===== src/rtl/vend_dispense_ctrl_if.sv =====
// Dispense-controller bus: the vend event, sensor and hopper acks going in,
// and the motor, hopper requests and status flags coming out.
//
// Handshake rule for both hoppers: a request stays high until the controller
// samples the matching ack high on a rising edge. That edge completes exactly
// one coin transfer and drops the request. An ack seen while the request is
// low carries no meaning.
interface vend_dispense_ctrl_if;
  logic       i_vend_valid;
  logic [2:0] i_change;
  logic       i_soda_done;
  logic       i_dime_ack;
  logic       i_nickel_ack;
  logic       o_coin_inhibit;
  logic       o_soda_motor;
  logic       o_dime_req;
  logic       o_nickel_req;
  logic       o_done;
  logic       o_fault;

  // Controller side.
  modport slave (
    input  i_vend_valid, i_change, i_soda_done, i_dime_ack, i_nickel_ack,
    output o_coin_inhibit, o_soda_motor, o_dime_req, o_nickel_req, o_done, o_fault
  );

  // Vending FSM / hopper / sensor side.
  modport master (
    output i_vend_valid, i_change, i_soda_done, i_dime_ack, i_nickel_ack,
    input  o_coin_inhibit, o_soda_motor, o_dime_req, o_nickel_req, o_done, o_fault
  );
endinterface


===== src/rtl/vend_dispense_ctrl.sv =====
// Dispense sequencer: soda motor pulse, wait for motor-done, then change paid
// as dimes followed by at most one nickel. Coin inhibit covers the whole run.
// All outputs are registered; the state is exported on o_dbg_state.
//
// Optional build macro: DISPENSE_TIMEOUT_EN adds a watchdog over the
// SODA_WAIT, DIME and NICKEL waits and a sticky FAULT state left only by reset.
module vend_dispense_ctrl #(
  parameter int unsigned SODA_PULSE = 8,
  parameter int unsigned TIMEOUT    = 1024
) (
  input  logic                  i_clk,
  input  logic                  i_rst,
  vend_dispense_ctrl_if.slave   bus,
  output logic [2:0]            o_dbg_state
);

  localparam int unsigned CNT_W = $clog2(SODA_PULSE + 1);

  typedef enum logic [2:0] {
    IDLE      = 3'd0,
    SODA      = 3'd1,
    SODA_WAIT = 3'd2,
    DIME      = 3'd3,
    DIME_GAP  = 3'd4,
    NICKEL    = 3'd5,
`ifdef DISPENSE_TIMEOUT_EN
    DONE      = 3'd6,
    FAULT     = 3'd7
`else
    DONE      = 3'd6
`endif
  } state_t;

  state_t           state_q;
  state_t           after_state;
  logic [CNT_W-1:0] pulse_q;
  logic [1:0]       dime_cnt_q;
  logic             nick_q;
  logic             motor_q;
  logic             dime_req_q;
  logic             nickel_req_q;
  logic             done_q;
  logic             inhibit_q;

  // Change codes above 20c are invalid and pay nothing.
  logic [1:0] change_dimes;
  logic       change_nick;
  assign change_dimes = bus.i_change[2] ? ((bus.i_change[1:0] == 2'b00) ? 2'd2 : 2'd0)
                                        : {1'b0, bus.i_change[1]};
  assign change_nick  = ~bus.i_change[2] & bus.i_change[0];

  // Where to go once the motor is done or a dime gap ends: dimes first.
  always_comb begin
    if (dime_cnt_q != 2'd0) begin
      after_state = DIME;
    end else if (nick_q) begin
      after_state = NICKEL;
    end else begin
      after_state = DONE;
    end
  end

`ifdef DISPENSE_TIMEOUT_EN
  localparam int unsigned WD_W = $clog2(TIMEOUT + 1);

  logic [WD_W-1:0] wdog_q;
  logic [WD_W-1:0] wdog_d;
  logic            watched;
  logic            leaving;
  logic            wdog_hit;
  logic            fault_q;

  // Watchdog runs only while waiting on the outside world and restarts on
  // every state change, so each wait gets its own TIMEOUT budget.
  always_comb begin
    watched  = (state_q == SODA_WAIT) || (state_q == DIME) || (state_q == NICKEL);
    leaving  = ((state_q == SODA_WAIT) && bus.i_soda_done) ||
               ((state_q == DIME)      && bus.i_dime_ack)  ||
               ((state_q == NICKEL)    && bus.i_nickel_ack);
    wdog_hit = watched && (wdog_q == WD_W'(TIMEOUT - 1));
    wdog_d   = (watched && !leaving) ? wdog_q + 1'b1 : '0;
  end

  // Watchdog count register.
  always_ff @(posedge i_clk) begin
    if (i_rst) begin
      wdog_q <= '0;
    end else begin
      wdog_q <= wdog_d;
    end
  end
`else
  logic unused_timeout;
  assign unused_timeout = (TIMEOUT == 0);
`endif

  // Main sequencer with registered Moore outputs.
  always_ff @(posedge i_clk) begin
    if (i_rst) begin
      state_q      <= IDLE;
      pulse_q      <= '0;
      dime_cnt_q   <= 2'd0;
      nick_q       <= 1'b0;
      motor_q      <= 1'b0;
      dime_req_q   <= 1'b0;
      nickel_req_q <= 1'b0;
      done_q       <= 1'b0;
      inhibit_q    <= 1'b0;
`ifdef DISPENSE_TIMEOUT_EN
      fault_q      <= 1'b0;
`endif
    end
`ifdef DISPENSE_TIMEOUT_EN
    else if (wdog_hit) begin
      state_q      <= FAULT;
      motor_q      <= 1'b0;
      dime_req_q   <= 1'b0;
      nickel_req_q <= 1'b0;
      done_q       <= 1'b0;
      inhibit_q    <= 1'b1;
      fault_q      <= 1'b1;
    end
`endif
    else begin
      done_q <= 1'b0;
      case (state_q)
        IDLE: begin
          if (bus.i_vend_valid) begin
            state_q    <= SODA;
            dime_cnt_q <= change_dimes;
            nick_q     <= change_nick;
            pulse_q    <= '0;
            motor_q    <= 1'b1;
            inhibit_q  <= 1'b1;
          end
        end
        SODA: begin
          if (pulse_q == CNT_W'(SODA_PULSE - 1)) begin
            state_q <= SODA_WAIT;
            pulse_q <= '0;
            motor_q <= 1'b0;
          end else begin
            pulse_q <= pulse_q + 1'b1;
          end
        end
        SODA_WAIT: begin
          if (bus.i_soda_done) begin
            state_q      <= after_state;
            dime_req_q   <= (after_state == DIME);
            nickel_req_q <= (after_state == NICKEL);
            done_q       <= (after_state == DONE);
          end
        end
        DIME: begin
          if (bus.i_dime_ack) begin
            state_q    <= DIME_GAP;
            dime_cnt_q <= dime_cnt_q - 2'd1;
            dime_req_q <= 1'b0;
          end
        end
        DIME_GAP: begin
          state_q      <= after_state;
          dime_req_q   <= (after_state == DIME);
          nickel_req_q <= (after_state == NICKEL);
          done_q       <= (after_state == DONE);
        end
        NICKEL: begin
          if (bus.i_nickel_ack) begin
            state_q      <= DONE;
            nick_q       <= 1'b0;
            nickel_req_q <= 1'b0;
            done_q       <= 1'b1;
          end
        end
        DONE: begin
          state_q   <= IDLE;
          inhibit_q <= 1'b0;
        end
        default: begin
          // FAULT (when built in) holds until reset.
        end
      endcase
    end
  end

  assign bus.o_coin_inhibit = inhibit_q;
  assign bus.o_soda_motor   = motor_q;
  assign bus.o_dime_req     = dime_req_q;
  assign bus.o_nickel_req   = nickel_req_q;
  assign bus.o_done         = done_q;
`ifdef DISPENSE_TIMEOUT_EN
  assign bus.o_fault        = fault_q;
`else
  assign bus.o_fault        = 1'b0;
`endif
  assign o_dbg_state        = state_q;

endmodule


===== src/flat_wrapper.sv =====
// flat-port wrapper written by rule: the top's interface ports become plain ports
module vend_dispense_ctrl_flat 
#(
  parameter int unsigned SODA_PULSE = 8,
  parameter int unsigned TIMEOUT    = 1024
)
  (i_clk, i_rst, o_dbg_state, bus_i_vend_valid, bus_i_change, bus_i_soda_done, bus_i_dime_ack, bus_i_nickel_ack, bus_o_coin_inhibit, bus_o_soda_motor, bus_o_dime_req, bus_o_nickel_req, bus_o_done, bus_o_fault);
  vend_dispense_ctrl_if bus_i ();
  input  logic i_clk;
  input  logic i_rst;
  output logic [2:0] o_dbg_state;
  input wire logic [$bits(bus_i.i_vend_valid)-1:0] bus_i_vend_valid;
  input wire logic [$bits(bus_i.i_change)-1:0] bus_i_change;
  input wire logic [$bits(bus_i.i_soda_done)-1:0] bus_i_soda_done;
  input wire logic [$bits(bus_i.i_dime_ack)-1:0] bus_i_dime_ack;
  input wire logic [$bits(bus_i.i_nickel_ack)-1:0] bus_i_nickel_ack;
  output wire logic [$bits(bus_i.o_coin_inhibit)-1:0] bus_o_coin_inhibit;
  output wire logic [$bits(bus_i.o_soda_motor)-1:0] bus_o_soda_motor;
  output wire logic [$bits(bus_i.o_dime_req)-1:0] bus_o_dime_req;
  output wire logic [$bits(bus_i.o_nickel_req)-1:0] bus_o_nickel_req;
  output wire logic [$bits(bus_i.o_done)-1:0] bus_o_done;
  output wire logic [$bits(bus_i.o_fault)-1:0] bus_o_fault;
  assign bus_i.i_vend_valid = bus_i_vend_valid;
  assign bus_i.i_change = bus_i_change;
  assign bus_i.i_soda_done = bus_i_soda_done;
  assign bus_i.i_dime_ack = bus_i_dime_ack;
  assign bus_i.i_nickel_ack = bus_i_nickel_ack;
  assign bus_o_coin_inhibit = bus_i.o_coin_inhibit;
  assign bus_o_soda_motor = bus_i.o_soda_motor;
  assign bus_o_dime_req = bus_i.o_dime_req;
  assign bus_o_nickel_req = bus_i.o_nickel_req;
  assign bus_o_done = bus_i.o_done;
  assign bus_o_fault = bus_i.o_fault;
  vend_dispense_ctrl #(.SODA_PULSE(SODA_PULSE), .TIMEOUT(TIMEOUT)) u_core (.i_clk(i_clk), .i_rst(i_rst), .bus(bus_i), .o_dbg_state(o_dbg_state));
endmodule

===== config.mk =====
export PLATFORM = sky130hd
export DESIGN_NAME = vend_dispense_ctrl_flat
export DESIGN_NICKNAME = d
export VERILOG_FILES = /design/src/rtl/vend_dispense_ctrl_if.sv /design/src/rtl/vend_dispense_ctrl.sv /design/src/flat_wrapper.sv
export SDC_FILE = /design/constraint.sdc
export NUM_CORES = 1
export LEC_CHECK = 0
export CAP_MARGIN = 20
export CORE_UTILIZATION = 45
export CTS_CLUSTER_SIZE = 10
export DETAILED_ROUTE_END_ITERATION = 12
export HOLD_SLACK_MARGIN = 0.08
export PLACE_DENSITY = 0.82
export SYNTH_ARGS = -nofsm -noshare
export SYNTH_HDL_FRONTEND = slang
export SYNTH_SLANG_ARGS = --single-unit

===== constraint.sdc =====
create_clock -name i_clk -period 1.3 [get_ports i_clk]
set_input_delay 0.26 -clock i_clk [delete_from_list [all_inputs] [get_ports i_clk]]
set_output_delay 0.26 -clock i_clk [all_outputs]
set_load 0.005 [all_outputs]

==> impl_metrics.py <==
metrics = {
    "status": {
        "status": "complete, but fails checks",
        "failed_checks": "setup timing",
    },
    "synth": {
        "synth_area_leaders": "dfxtp_1 (32%), a21oi_1 (4.8%), nor2_1 (4.8%)",
        "synthAdderAreaFrac_pct": 2.66,
        "synth_area_sq_um": 940,
        "synth_top_family_by_area": "simple AND/OR/NAND/NOR gates",
        "yosysTopAreaCellShare_pct": 32.0,
        "ys_seq_area_share_pct": 32.0,
        "ys_ff_latch": 15,
        "synth_edf_count": 0,
        "ys.flop_type": "dfxtp_1",
        "syn-num-nets": 128,
        "postSynthAreaPerCell_sq_um": 8.03,
        "yosysWarningCount": 0,
        "synth.distinct_cells": 45,
        "yosys.area_share.simple_pct": 29.0,
        "synth_compound_area_share_pct": 23.6,
        "synth_largest_area_cell": "dfxtp_1",
        "synthCells": 117,
        "synth_async_sr_flop_share_pct": 0,
        "synthMuxAreaShare_pct": 4.39,
        "synth_xor_area_share_pct": 0.932,
    },
    "cts": {
        "h-tree-depth": 1,
        "cts_sinks": 15,
        "cts-root-buf": "clkbuf_4",
        "clkTransAtPathRegs_ns": 0.11,
        "cts_buffers": 3,
        "clock_latency_ns": 0.29,
        "cts_tree": "done",
        "clock_path_buffers": 2,
    },
    "setup_path": {
        "r2r_end": "u_core.nick_q",
        "crit_chain": "buf_6 -> buf_6 -> nor4b_4 -> buf_4 -> a31oi_1 -> a311oi_1",
        "r2r_slack_ns": -0.15,
        "ff2ff_path_depth": 6,
        "worstPathMaxFanout": 4,
        "critPathLaunchType": "flip-flop",
        "worstPathArrival_ns": 1.65,
        "reg2reg_from": "u_core.o_dbg_state[1]",
        "end_kind": "flip-flop",
        "slowest_stage": "dfxtp_4",
        "crit_start": "u_core.o_dbg_state[1]",
        "slowest_delay_ns": 0.37,
        "critPathTopFamily": "buffers and inverters",
        "path_common_cell": "buf_6",
        "crit_required_ns": 1.50,
        "path_depth": 6,
        "crit_type": "flip-flop to flip-flop",
        "crit_buf_inv": 3,
        "worstSetupEndpoint": "u_core.nick_q",
    },
    "worst_hold_path": {
        "hp-class": "flip-flop to flip-flop",
        "min_from": "u_core.bus.o_nickel_req",
    },
    "timing": {
        "clock.fmax_mhz": 688,
        "final.setup.tns_ns": -1.00,
        "min_period_ns": 1.45,
        "finalCritPeriodShare_pct": 112,
        "fin_skew_ns": 0.00385,
        "hold_viol": 0,
        "drv_slew": 0,
        "setup_viol": 9,
        "grt_setup_unrepaired": "yes",
        "whs_ns": 0.483,
        "setup_slack_ns": -0.153,
    },
    "final_layout": {
        "diodes": 0,
        "layout.cells.non_filler": 192,
        "area_growth_pct": 69.5,
        "multi_input_area_sq_um": 708,
        "n_fill_cell": 109,
        "final_design_area_no_fill_sq_mm": 0.00159,
        "drive_above_1_share_pct": 46.1,
        "seqCellArea_sq_um": 319,
        "nNetsFinal": 177,
    },
    "power_and_ir_drop": {
        "power_density_mw_per_mm2": 1780,
        "p_seq_share_pct": 23.7,
        "intPower_mw": 1.67,
        "switching_share_pct": 41.4,
        "peakVddDrop_uv": 1270,
        "p_leak_nw": 0.667,
        "p_total_mw": 2.84,
        "p_sw_mw": 1.18,
        "pwr-share-clk_pct": 10.4,
        "p_comb_share_pct": 66.0,
    },
    "floorplanning": {
        "core-area_sq_mm": 0.00196,
        "num_rows": 16,
        "die_h_um": 47.7,
        "initial_utilization_pct": 47.9,
        "ios": 18,
        "die_area_sq_mm": 0.00227,
        "fp.dieW_um": 47.7,
    },
    "place": {
        "placed_cell_area_sq_mm": 0.00130,
        "port_buffers": 16,
        "dpl.cell_count": 178,
        "gp_congestion": 0.901,
        "dp_hpwl_um": 1950,
    },
    "global_route": {
        "grt_pass1_wl_um": 4400,
        "track_usage_pct": 28.0,
        "antenna_found_initial": 0,
        "grt_pass1_vias": 1050,
        "grt_overflow": 0,
        "grt_max_degree": 13,
    },
    "drt": {
        "wl_per_cell_um": 18.7,
        "via_per_inst": 6.19,
        "vias": 1189,
        "postRouteWirelength_um": 3600,
        "drc": 0,
        "antenna_left": 0,
        "drt-pass1-iter-count": 4,
        "drt_iter0_markers": 51,
    },
    "flow_run": {
        "drv_cap": 0,
    },
}
Yosys cell counts, types with 3 or more instances:
cell type,instances
buf_2,5
nand2_1,6
dfxtp_1,15
nor3_1,3
mux2i_1,3
o21ai_0,4
nand2b_1,4
nand4_1,3
nor2b_1,3
inv_1,7
nor2_1,12
a21oi_1,9
nand3_1,4
power groups by stage:
| stage | sequential (mW) | combinational (mW) | clock (mW) |
|---|---|---|---|
| after detailed placement | 0.697 | 1.26 | 0 |
| after CTS | 0.664 | 1.60 | 0.283 |
| after global placement | 0.689 | 1.21 | 0 |
| after global routing | 0.684 | 1.98 | 0.321 |
| after floorplan | 0.660 | 0.734 | 0 |
| final | 0.673 | 1.87 | 0.294 |
worst min-delay path by stage:
stage,to,slack (ns),cells after the start
2_1_floorplan,u_core.nick_q,0.38,1
3_3_place_gp,u_core.bus.o_nickel_req,0.45,2
3_5_place_dp,u_core.bus.o_nickel_req,0.44,2
4_1_cts,u_core.bus.o_nickel_req,0.46,2
5_1_grt,u_core.bus.o_nickel_req,0.49,2
6_report,u_core.bus.o_nickel_req,0.48,2
registers in the layout (all words and copies together) (netlist names):
register                   count
u_core.dime_cnt_q              2
u_core.bus.o_done              1
u_core.bus.o_soda_motor        1
u_core.bus.o_dime_req          1
u_core.bus.o_nickel_req        1
u_core.pulse_q                 4
u_core.nick_q                  1
u_core.bus.o_coin_inhibit      1
u_core.o_dbg_state             3
area by class of cell:
class	count	area share, %
Multi-Input combinational cell	87	44.5
Timing Repair Buffer	52	30.0
Clock buffer	3	1.41
Clock inverter	1	0.314
Inverter	7	1.65
Tap cell	27	2.12
Sequential cell	15	20.0
cells in the final DEF (no fill, tap or decap), drive strengths merged, types with 3 or more instances in the layout:
| master | netlist | routed |
|---|---|---|
| clkdlybuf4s50 | 0 | 7 |
| dfxtp | 15 | 15 |
| clkbuf | 1 | 5 |
| a21oi | 10 | 10 |
| nand3 | 4 | 4 |
| nor3 | 3 | 3 |
| inv | 7 | 7 |
| o21ai | 5 | 5 |
| nand2b | 4 | 4 |
| buf | 7 | 36 |
| nor2b | 3 | 3 |
| a31oi | 3 | 3 |
| nor2 | 13 | 13 |
| nand4 | 3 | 3 |
| dlygate4sd2 | 0 | 7 |
| mux2i | 3 | 3 |
| nand2 | 6 | 6 |
metal layers:
layer / part of all wire, % / up-vias / global-route usage, %
li1: - / 525 / -
met1: 39 / 574 / 30.8
met2: 50 / 70 / 50.5
met3: 6.8 / 20 / 5.66
met4: 4.6 / 0 / 13.9
met5: 0 / - / 0
cell families after synthesis:
kind of cell	after synthesis
simple gates	47
mux	4
other cells	1
xor+xnor	1
fa+ha+maj	2
flops	15
compound gates	32
buf+inv	15
tightest hold or removal path, stage by stage (launching register included):
cell	delay (ns)
dfxtp_2	0.33
nand2_1	0.07
a21oi_2	0.05
through the flow:
stage / setup slack, ns / util, %
6_report: -0.153 / 81.2
5_1_grt: -0.245 / 81.2
4_1_cts: -0.124 / 77.5
3_5_place_dp: -0.491 / 66.3
3_3_place_gp: -0.425 / 66.3
2_1_floorplan: -0.0392 / -
what timing repair did:
action,4_1_cts,5_1_grt
endpoints found under the setup margin,16,14
hold buffers,0,0
setup buffers,7,3
gates resized for setup,40,18
pin swaps,13,13
No activity file was read; power rests on OpenSTA's default activity.
